`src/rtl/dmem_lsu_pkg.sv`:
```
// dmem_lsu_pkg: shared definitions for the data-memory load/store unit.
//   - RV32I load/store funct3 encodings
//   - FSM state encoding
//   - alignment and funct3 legality helpers
package dmem_lsu_pkg;

    localparam logic [2:0] F3_B  = 3'b000;
    localparam logic [2:0] F3_H  = 3'b001;
    localparam logic [2:0] F3_W  = 3'b010;
    localparam logic [2:0] F3_BU = 3'b100;
    localparam logic [2:0] F3_HU = 3'b101;

    typedef enum logic [1:0] {
        IDLE  = 2'd0,
        READ  = 2'd1,
        WRITE = 2'd2,
        RESP  = 2'd3
    } lsu_state_e;

    // Halves need an even offset, words a zero offset; bytes are always aligned.
    function automatic logic is_misaligned(input logic [2:0] funct3, input logic [1:0] off);
        logic mis;
        mis = 1'b0;
        case (funct3[1:0])
            2'b01:   mis = off[0];
            2'b10:   mis = (off != 2'b00);
            default: mis = 1'b0;
        endcase
        return mis;
    endfunction

    // Stores have no unsigned variants, so only B/H/W are legal for them.
    function automatic logic is_legal_f3(input logic we, input logic [2:0] funct3);
        logic ok;
        if (we) ok = (funct3 == F3_B) || (funct3 == F3_H) || (funct3 == F3_W);
        else    ok = (funct3 == F3_B) || (funct3 == F3_H) || (funct3 == F3_W) ||
                     (funct3 == F3_BU) || (funct3 == F3_HU);
        return ok;
    endfunction

endpackage

```
`src/rtl/dmem_lsu_align.sv`:
```
// lsu_align: combinational lane handling for the load/store unit.
//   funct3   in  3   access size / signedness
//   off      in  2   byte offset inside the word (addr[1:0])
//   word     in  32  word read from memory
//   wdata    in  32  store data (low byte/half used for SB/SH)
//   rdata    out 32  extracted and extended load data
//   merged   out 32  word with the store lane replaced, other lanes from word
module lsu_align
    import dmem_lsu_pkg::*;
(
    input  logic [2:0]  funct3,
    input  logic [1:0]  off,
    input  logic [31:0] word,
    input  logic [31:0] wdata,
    output logic [31:0] rdata,
    output logic [31:0] merged
);

    logic [4:0]  sh;
    logic [31:0] lane;
    logic [31:0] mask;

    assign sh   = {off, 3'b000};
    // Shift the selected lane down to bit 0; alignment is already checked,
    // so a half never straddles the word.
    assign lane = word >> sh;

    always_comb begin
        rdata = lane;
        case (funct3)
            F3_B:    rdata = {{24{lane[7]}}, lane[7:0]};
            F3_BU:   rdata = {24'h0, lane[7:0]};
            F3_H:    rdata = {{16{lane[15]}}, lane[15:0]};
            F3_HU:   rdata = {16'h0, lane[15:0]};
            default: rdata = word;
        endcase
    end

    always_comb begin
        mask   = 32'hFFFF_FFFF;
        merged = wdata;
        case (funct3[1:0])
            2'b00: begin
                mask   = 32'h0000_00FF << sh;
                merged = (word & ~mask) | (({24'h0, wdata[7:0]} << sh) & mask);
            end
            2'b01: begin
                mask   = 32'h0000_FFFF << sh;
                merged = (word & ~mask) | (({16'h0, wdata[15:0]} << sh) & mask);
            end
            default: merged = wdata;
        endcase
    end

endmodule

```
`src/rtl/dmem_lsu.sv`:
```
// dmem_lsu: single-outstanding load/store initiator for a word-wide data memory.
//   clk, rst_n                   clock, async active-low reset
//   req_valid/req_ready          request handshake (ready only in IDLE)
//   req_we/req_funct3/req_addr/req_wdata   request payload
//   rsp_valid/rsp_ready          response handshake, held until accepted
//   rsp_rdata/rsp_err            extended load data / error flag
//   mem_we/mem_addr/mem_wdata    word-aligned memory interface
//   mem_rdata                    combinational memory read of mem_addr
// Sub-word stores are read-modify-write because the memory writes whole words.
module dmem_lsu
    import dmem_lsu_pkg::*;
#(
    parameter int unsigned DMEM_BYTES = 4096
) (
    input  logic        clk,
    input  logic        rst_n,
    input  logic        req_valid,
    output logic        req_ready,
    input  logic        req_we,
    input  logic [2:0]  req_funct3,
    input  logic [31:0] req_addr,
    input  logic [31:0] req_wdata,
    output logic        rsp_valid,
    input  logic        rsp_ready,
    output logic [31:0] rsp_rdata,
    output logic        rsp_err,
    output logic        mem_we,
    output logic [31:0] mem_addr,
    output logic [31:0] mem_wdata,
    input  logic [31:0] mem_rdata
);

    lsu_state_e  state_q, state_d;
    logic        we_q, we_d;
    logic [2:0]  funct3_q, funct3_d;
    logic [31:0] addr_q, addr_d;
    logic [31:0] wdata_q, wdata_d;
    logic [31:0] rsp_rdata_q, rsp_rdata_d;
    logic        rsp_err_q, rsp_err_d;

    logic [31:0] load_data;
    logic [31:0] merged_word;
    logic        req_bad;

    lsu_align u_align (
        .funct3 (funct3_q),
        .off    (addr_q[1:0]),
        .word   (mem_rdata),
        .wdata  (wdata_q),
        .rdata  (load_data),
        .merged (merged_word)
    );

    assign req_bad = !is_legal_f3(req_we, req_funct3) ||
                     is_misaligned(req_funct3, req_addr[1:0]) ||
                     (req_addr >= 32'(DMEM_BYTES));

    always_comb begin
        state_d     = state_q;
        we_d        = we_q;
        funct3_d    = funct3_q;
        addr_d      = addr_q;
        wdata_d     = wdata_q;
        rsp_rdata_d = rsp_rdata_q;
        rsp_err_d   = rsp_err_q;
        case (state_q)
            IDLE: begin
                if (req_valid) begin
                    we_d        = req_we;
                    funct3_d    = req_funct3;
                    addr_d      = req_addr;
                    wdata_d     = req_wdata;
                    rsp_rdata_d = 32'h0;
                    if (req_bad) begin
                        rsp_err_d = 1'b1;
                        state_d   = RESP;
                    end else if (req_we && req_funct3 == F3_W) begin
                        state_d = WRITE;
                    end else begin
                        state_d = READ;
                    end
                end
            end
            READ: begin
                if (we_q) begin
                    // wdata_q doubles as the write-back word for the WRITE cycle.
                    wdata_d = merged_word;
                    state_d = WRITE;
                end else begin
                    rsp_rdata_d = load_data;
                    state_d     = RESP;
                end
            end
            WRITE: state_d = RESP;
            RESP: begin
                if (rsp_ready) begin
                    rsp_err_d = 1'b0;
                    state_d   = IDLE;
                end
            end
            default: state_d = IDLE;
        endcase
    end

    always_ff @(posedge clk or negedge rst_n) begin
        if (!rst_n) begin
            state_q     <= IDLE;
            we_q        <= 1'b0;
            funct3_q    <= 3'b000;
            addr_q      <= 32'h0;
            wdata_q     <= 32'h0;
            rsp_rdata_q <= 32'h0;
            rsp_err_q   <= 1'b0;
        end else begin
            state_q     <= state_d;
            we_q        <= we_d;
            funct3_q    <= funct3_d;
            addr_q      <= addr_d;
            wdata_q     <= wdata_d;
            rsp_rdata_q <= rsp_rdata_d;
            rsp_err_q   <= rsp_err_d;
        end
    end

    // mem_we comes straight from state so reset kills a pending write at once.
    assign mem_we    = (state_q == WRITE);
    assign mem_addr  = {addr_q[31:2], 2'b00};
    assign mem_wdata = wdata_q;
    assign req_ready = (state_q == IDLE);
    assign rsp_valid = (state_q == RESP);
    assign rsp_rdata = rsp_rdata_q;
    assign rsp_err   = rsp_err_q;

endmodule

```
`config.mk`:
```
export PLATFORM = sky130hd
export DESIGN_NAME = dmem_lsu
export DESIGN_NICKNAME = d
export VERILOG_FILES = /design/src/rtl/dmem_lsu_pkg.sv /design/src/rtl/dmem_lsu_align.sv /design/src/rtl/dmem_lsu.sv
export SDC_FILE = /design/constraint.sdc
export NUM_CORES = 1
export LEC_CHECK = 0
export ABC_AREA = 1
export CORE_UTILIZATION = 47
export DETAILED_ROUTE_END_ITERATION = 10
export PLACE_DENSITY = 0.8
export SETUP_SLACK_MARGIN = 0.4
export SYNTH_ARGS = -nofsm -noshare
export SYNTH_HDL_FRONTEND = slang
export SYNTH_SLANG_ARGS = --single-unit
```
`constraint.sdc`:
```
create_clock -name clk -period 2.1 [get_ports clk]
set_input_delay 0.42 -clock clk [delete_from_list [all_inputs] [get_ports clk]]
set_output_delay 0.42 -clock clk [all_outputs]
set_load 0.05 [all_outputs]
```
==> impl_metrics.env, run 1 <==
export IMPL_status="completed"
export IMPL_drtPass1Iterations=5
export IMPL_place_congestion=0.949
export IMPL_timing_rr_start="state_q[1]"
export IMPL_synthesis_area_um2=6250
export IMPL_finalPower_mw=17.0
export IMPL_clk_latency_ns=0.36
export IMPL_die_area_um2=13800
export IMPL_post_drt_wl_per_cell_um=17.7
export IMPL_dieHeight_um=117
export IMPL_grt_start_max_net_pins=104
export IMPL_period_share=0.850
export IMPL_ys_seq_area_frac=0.412
export IMPL_n_antenna_cell=0
export IMPL_ios=204
export IMPL_crit_type="register to register"
export IMPL_cp_max_fo=8
export IMPL_synth_cells=830
export IMPL_clk_pin_slew_ns=0.07
export IMPL_critical_path_arrival_ns=2.02
export IMPL_yosysWarningCount=0
export IMPL_crit_start="state_q[1]"
export IMPL_pre_cts_slack_ns=0.0572
export IMPL_grt_antenna_before_repair=0
export IMPL_required_ns=2.33
export IMPL_track_usage=0.306
export IMPL_tightest_slew_ns=0.561
export IMPL_grt_first_pass_wirelength_mm=33.3
export IMPL_wirelength_mm=21.3
export IMPL_cts_tree="yes"
export IMPL_syn_area_per_cell_um2=7.54
export IMPL_hpwl_mm=14.4
export IMPL_clock_sinks=103
export IMPL_synth_cell_types=36
export IMPL_drv_slew=0
export IMPL_setup_ws_ns=0.314
export IMPL_cts_buffer_depth=2
export IMPL_grt_pass1_vias=6396
export IMPL_crit_path_end_kind="register"
export IMPL_die_w_um=117
export IMPL_start_util=0.490
export IMPL_globalRoute_totalOverflow=0
export IMPL_numCtsBuffers=9
export IMPL_syn_to_final_growth_pct=49.2
export IMPL_fin_setup_tns_ns=0
export IMPL_fin_skew_ns=0.00711
export IMPL_rsz0062_at_grt="true"
export IMPL_ant_nets=0
export IMPL_drc=0
export IMPL_timing_slew_headroom=0.626
export IMPL_ys_flop_type="dfrtp_1"
export IMPL_drive_gt1_frac=0.201
export IMPL_async_flop_share=1.00
export IMPL_irDropWorstVdd_mv=0.964
export IMPL_startpoint_type="register"
export IMPL_hold_path_class="input port to async pin"
export IMPL_synth_edff_count=0
export IMPL_htreeDepth=3
export IMPL_cts_root_buf="clkbuf_16"
export IMPL_hold_viol_final=0
export IMPL_setup_viol=0
export IMPL_coreArea_um2=12800
export IMPL_via_per_inst=5.61
export IMPL_powerDensity_nw_per_um2=1820
export IMPL_vias=6735
export IMPL_nets=1139
export IMPL_rows=41
export IMPL_drt_initial_drc_count=586
export IMPL_max_freq_mhz=560
export IMPL_max_cap_violations=0
export IMPL_p_leak_nw=4.41
export IMPL_port_buffers=201
export IMPL_ys_ff_latch=103
export IMPL_period_minus_slack_ns=1.79
registers in the layout, summed over array words and instances, names as in the netlist:
name	count
mem_wdata	32
state_q	2
we_q	1
funct3_q	3
rsp_rdata	32
rsp_err	1
addr_q	32
critical path: stages (launching register included):
cell      delay [ns]
dfrtp_1         0.39
inv_2           0.11
ha_4            0.17
inv_6           0.05
nor2_4          0.10
inv_2           0.05
o211ai_1        0.12
buf_4           0.17
buf_6           0.11
clkinv_8        0.08
buf_12          0.15
o221ai_2        0.05
o21ai_1         0.10
power by group:
part	internal [mW]	switching (mW)	total, mW
logic	4.02	7.50	11.5
registers	2.90	0.676	3.57
clock network	1.12	0.768	1.88
total	8.03	8.94	17.0
through the flow:
step / instances / hold slack (ns) / cell area (um^2) / util
3_5_place_dp: 1155 / 0.468 / 8290 / 0.649
5_1_grt: 1201 / 0.178 / 9330 / 0.731
3_3_place_gp: 1155 / 0.466 / 8290 / 0.649
6_report: 1201 / 0.129 / 9330 / 0.731
4_1_cts: 1198 / 0.154 / 9050 / 0.709
2_1_floorplan: 831 / 0.124 / 6310 / -
cell families (layout without fill, tap and decap cells):
| group | count (synthesis) | in the layout | synth area share |
|---|---|---|---|
| other | 1 | 2 | 0.000600 |
| adder cells (fa/ha/maj) | 11 | 11 | 0.0220 |
| AO/OA/AOI/OAI | 196 | 197 | 0.177 |
| buffers and inverters | 152 | 348 | 0.121 |
| flip-flops | 103 | 103 | 0.412 |
| multiplexers | 24 | 24 | 0.0432 |
| AND/OR/NAND/NOR | 343 | 344 | 0.224 |
cell type report:
class / count / area, um^2
Clock buffer: 12 / 256
Clock inverter: 4 / 76.3
Fill cell: 960 / 3440
Inverter: 74 / 305
Multi-Input combinational cell: 578 / 3320
Sequential cell: 103 / 2580
Tap cell: 172 / 215
Timing Repair Buffer: 258 / 2580
cell usage in the layout, fill, tap and decap left out, types with 7 or more instances in the layout:
cell type / synthesis / final
buf_4: 38 / 36
nor2_1: 55 / 41
clkdlybuf4s50_1: 0 / 101
buf_6: 3 / 15
o211ai_1: 13 / 13
nand2_2: 3 / 7
nor2_4: 1 / 10
nand2_4: 1 / 8
o21ai_1: 7 / 22
a21oi_2: 1 / 14
o221ai_1: 12 / 9
inv_2: 5 / 11
dlygate4sd2_1: 0 / 47
nand3_1: 40 / 39
clkdlybuf4s15_1: 0 / 30
dfrtp_1: 103 / 101
a21oi_1: 73 / 57
nand2_1: 230 / 220
inv_1: 68 / 57
clkbuf_16: 0 / 9
clkbuf_2: 0 / 8
mux2_2: 24 / 24
o21ai_0: 73 / 52
nand4_1: 8 / 8
cell usage after synthesis (4+ instances only):
cell | n | area (um^2)
a21oi_1 | 73 | 365
buf_2 | 16 | 80.1
buf_4 | 38 | 285
clkbuf_1 | 20 | 75.1
dfrtp_1 | 103 | 2580
ha_1 | 11 | 138
inv_1 | 68 | 255
inv_2 | 5 | 18.8
mux2_2 | 24 | 270
nand2_1 | 230 | 863
nand3_1 | 40 | 200
nand4_1 | 8 | 50.1
nor2_1 | 55 | 206
o211ai_1 | 13 | 97.6
o21ai_0 | 73 | 365
o21ai_1 | 7 | 35.0
o221ai_1 | 12 | 105
o22ai_1 | 4 | 25.0
path summary, 6_finish.rpt:
| path | endpoint | slack (ns) | depth (start not counted) |
|---|---|---|---|
| setup / recovery | mem_wdata[4] | 0.31 | 12 |
| hold / removal | mem_wdata[28] | 0.13 | 2 |
| setup reg to reg | mem_wdata[4] | 0.31 | 12 |
| hold reg to reg | addr_q[14] | 0.48 | 2 |
| max in group asynchronous | state_q[0] | 1.55 | 2 |
| min in group clk | funct3_q[1] | 0.44 | 3 |
per-layer routing:
layer,vias to the layer above,wire [um],global-route usage,share of wire
li1,3109,-,-,-
met1,3127,8070,0.386,0.38
met2,433,9960,0.489,0.47
met3,66,2460,0.0958,0.12
met4,0,810,0.118,0.038
met5,-,0,0,0
repair_timing:
item,in CTS,in global routing
buffers inserted,19,3
hold buffers,0,0
resized for setup,170,129
gates cloned,8,0
setup endpoints to repair,154,131
pin swaps,14,22
Note: power is estimated with default switching activity, not from simulation.
==> run 2: changes to the inputs <==
CORE_ASPECT_RATIO = 2   (was unset)
==> run 2 against run 1 <==
Final cell count fell by 1.3%; count of clock-buffer cells in the layout fell by 3; hold slack got worse by 0.12 ns; setup slack got worse by 0.027 ns; critical path depth fell by 3; clock skew rose by 0.0020 ns; die area rose by 0.20%; register-to-register slack got worse by 0.03 ns; flip-flop and latch count did not move; total power rose by 0.68%; critical endpoint is now rsp_rdata[0].
==> impl_metrics.env, run 2 (synthesis gave the netlist of run 1 again) <==
export IMPL_status="completed"
export IMPL_drt_initial_drc_count=841
export IMPL_timing_slew_headroom=0.646
export IMPL_cts_buffer_depth=2
export IMPL_timing_rr_start="state_q[0]"
export IMPL_seqPwrFrac=0.207
export IMPL_ios=204
export IMPL_final_common_cell="nand2_1"
export IMPL_r2r_setup_slack_ns=0.29
export IMPL_cts_root_buf="clkbuf_16"
export IMPL_endpoint="rsp_rdata[0]"
export IMPL_drc=0
export IMPL_cts_hold_buffers=0
export IMPL_globalRoute_totalOverflow=0
export IMPL_grt_first_pass_wirelength_mm=33.9
export IMPL_comb_power_share=0.689
export IMPL_numCtsBuffers=9
export IMPL_powerDensity_nw_per_um2=1840
export IMPL_hold_viol_final=0
export IMPL_irDropWorstVdd_mv=1.02
export IMPL_coreArea_um2=13000
export IMPL_syn_to_final_growth_pct=48.3
export IMPL_setup_ws_ns=0.287
export IMPL_grt_antenna_before_repair=0
export IMPL_track_usage=0.323
export IMPL_reg2reg_depth=9
export IMPL_fin_skew_ns=0.00910
export IMPL_grt_pass1_vias=6640
export IMPL_pre_cts_slack_ns=0.0502
export IMPL_post_drt_wl_per_cell_um=20.5
export IMPL_wirelength_mm=24.2
export IMPL_final_area_um2=9280
export IMPL_switching_power_mw=9.10
export IMPL_period_minus_slack_ns=1.81
export IMPL_switching_share=0.533
export IMPL_via_per_inst=5.89
export IMPL_p_leak_nw=4.46
export IMPL_dieHeight_um=165
export IMPL_drive_gt1_frac=0.185
export IMPL_vias=6980
export IMPL_start_util=0.481
export IMPL_drtPass1Iterations=7
export IMPL_crit_type="register to register"
export IMPL_htreeDepth=3
export IMPL_clock_power_share=0.104
export IMPL_place_congestion=0.988
export IMPL_tightest_slew_ns=0.533
export IMPL_final_cell_mix="nand2_1, dfrtp_1, clkdlybuf4s50_1"
export IMPL_max_freq_mhz=552
export IMPL_die_area_um2=13800
export IMPL_r2r_end="rsp_rdata[0]"
export IMPL_startpoint_type="register"
export IMPL_clk_pin_slew_ns=0.08
export IMPL_crit_path_end_kind="register"
export IMPL_grt_start_max_net_pins=49
export IMPL_fin_setup_tns_ns=0
export IMPL_hold_path_class="input port to async pin"
export IMPL_rsz0062_at_grt="true"
export IMPL_ant_nets=0
export IMPL_critical_path_arrival_ns=2.04
export IMPL_dpl_cell_area_um2=8240
export IMPL_cts_tree="yes"
export IMPL_crit_start="state_q[0]"
export IMPL_rows=59
export IMPL_n_antenna_cell=0
export IMPL_hpwl_mm=16.2
export IMPL_setup_viol=0
export IMPL_required_ns=2.32
export IMPL_max_cap_violations=0
export IMPL_nets=1143
export IMPL_p_int_mw=7.99
export IMPL_die_w_um=83.6
export IMPL_period_share=0.863
export IMPL_clock_sinks=103
export IMPL_drv_slew=0
export IMPL_port_buffers=201
export IMPL_cp_max_fo=23
export IMPL_clk_latency_ns=0.36
[run 2: cell types whose count changed in the layout (fill, tap and decap cells not counted), moves of 4 or more]
| cell | delta |
|---|---|
| o21ai_0 | +5 |
| clkbuf_16 | +5 |
| nor2_1 | +6 |
| dlygate4sd2_1 | +5 |
| buf_4 | +6 |
| buf_12 | +8 |
| nor2_4 | -7 |
| nand2_2 | -4 |
| clkdlybuf4s15_1 | -9 |
| nand2_1 | +5 |
| a21oi_1 | +11 |
| buf_6 | -8 |
| a21oi_2 | -9 |
[run 2: repair_timing]
item / CTS / global route
pin swaps: 6 / 10
setup endpoints to repair: 153 / 124
cloned: 5 / 7
setup buffers: 17 / 9
gates resized for setup: 140 / 102
[run 2: power by group through the flow]
stage | Sequential [mW] | Combinational, mW | Clock (mW)
after CTS | 3.49 | 10.6 | 1.78
after floorplan | 5.14 | 5.61 | 0
final | 3.54 | 11.8 | 1.77
after global placement | 3.53 | 9.88 | 0
after global routing | 3.63 | 12.4 | 1.87
after detailed placement | 3.55 | 9.99 | 0
[run 2: metal layers]
metal / global-route usage / vias up / part of all wire
met5: 0 / - / 0
met2: 0.578 / 455 / 0.51
met3: 0.0557 / 126 / 0.081
met4: 0.248 / 0 / 0.083
li1: - / 3117 / -
met1: 0.333 / 3282 / 0.33
[run 2: how the worst min path moves through the flow]
stage | endpoint | slack, ns | cells past startpoint
finish | rsp_rdata[11] | 0.01 | 1
global route | rsp_rdata[17] | 0.05 | 1
CTS | rsp_rdata[17] | 0.03 | 1
detailed placement | rsp_rdata[17] | 0.40 | 1
global placement | rsp_rdata[16] | 0.40 | 1
floorplan | addr_q[0] | 0.12 | 0
[run 2: stage by stage]
step                hold slack, ns   util  std cells  power, mW
finish                      0.0106  0.714       1185       17.1
global placement             0.399  0.634       1131       13.4
CTS                         0.0263  0.682       1169       15.8
floorplan                    0.124      -        831       10.8
detailed placement           0.403  0.634       1131       13.5
global route                0.0515  0.714       1185       17.9
[run 2: final cells by class]
type / instances / area, um^2
multi-input cells: 578 / 3200
clock buffers: 9 / 225
inverters: 74 / 294
well taps: 152 / 190
fillers: 1036 / 3720
flip-flops and latches: 103 / 2580
clock inverters: 7 / 81.3
repair buffers: 262 / 2700
[run 2: critical path: stages (launching register included)]
cell and delay [ns]:
dfrtp_1 0.41, buf_4 0.16, ha_4 0.17, buf_4 0.17
buf_12 0.16, nand2_1 0.13, nand2_4 0.11, buf_12 0.17
nand2_1 0.08, o21ai_0 0.12
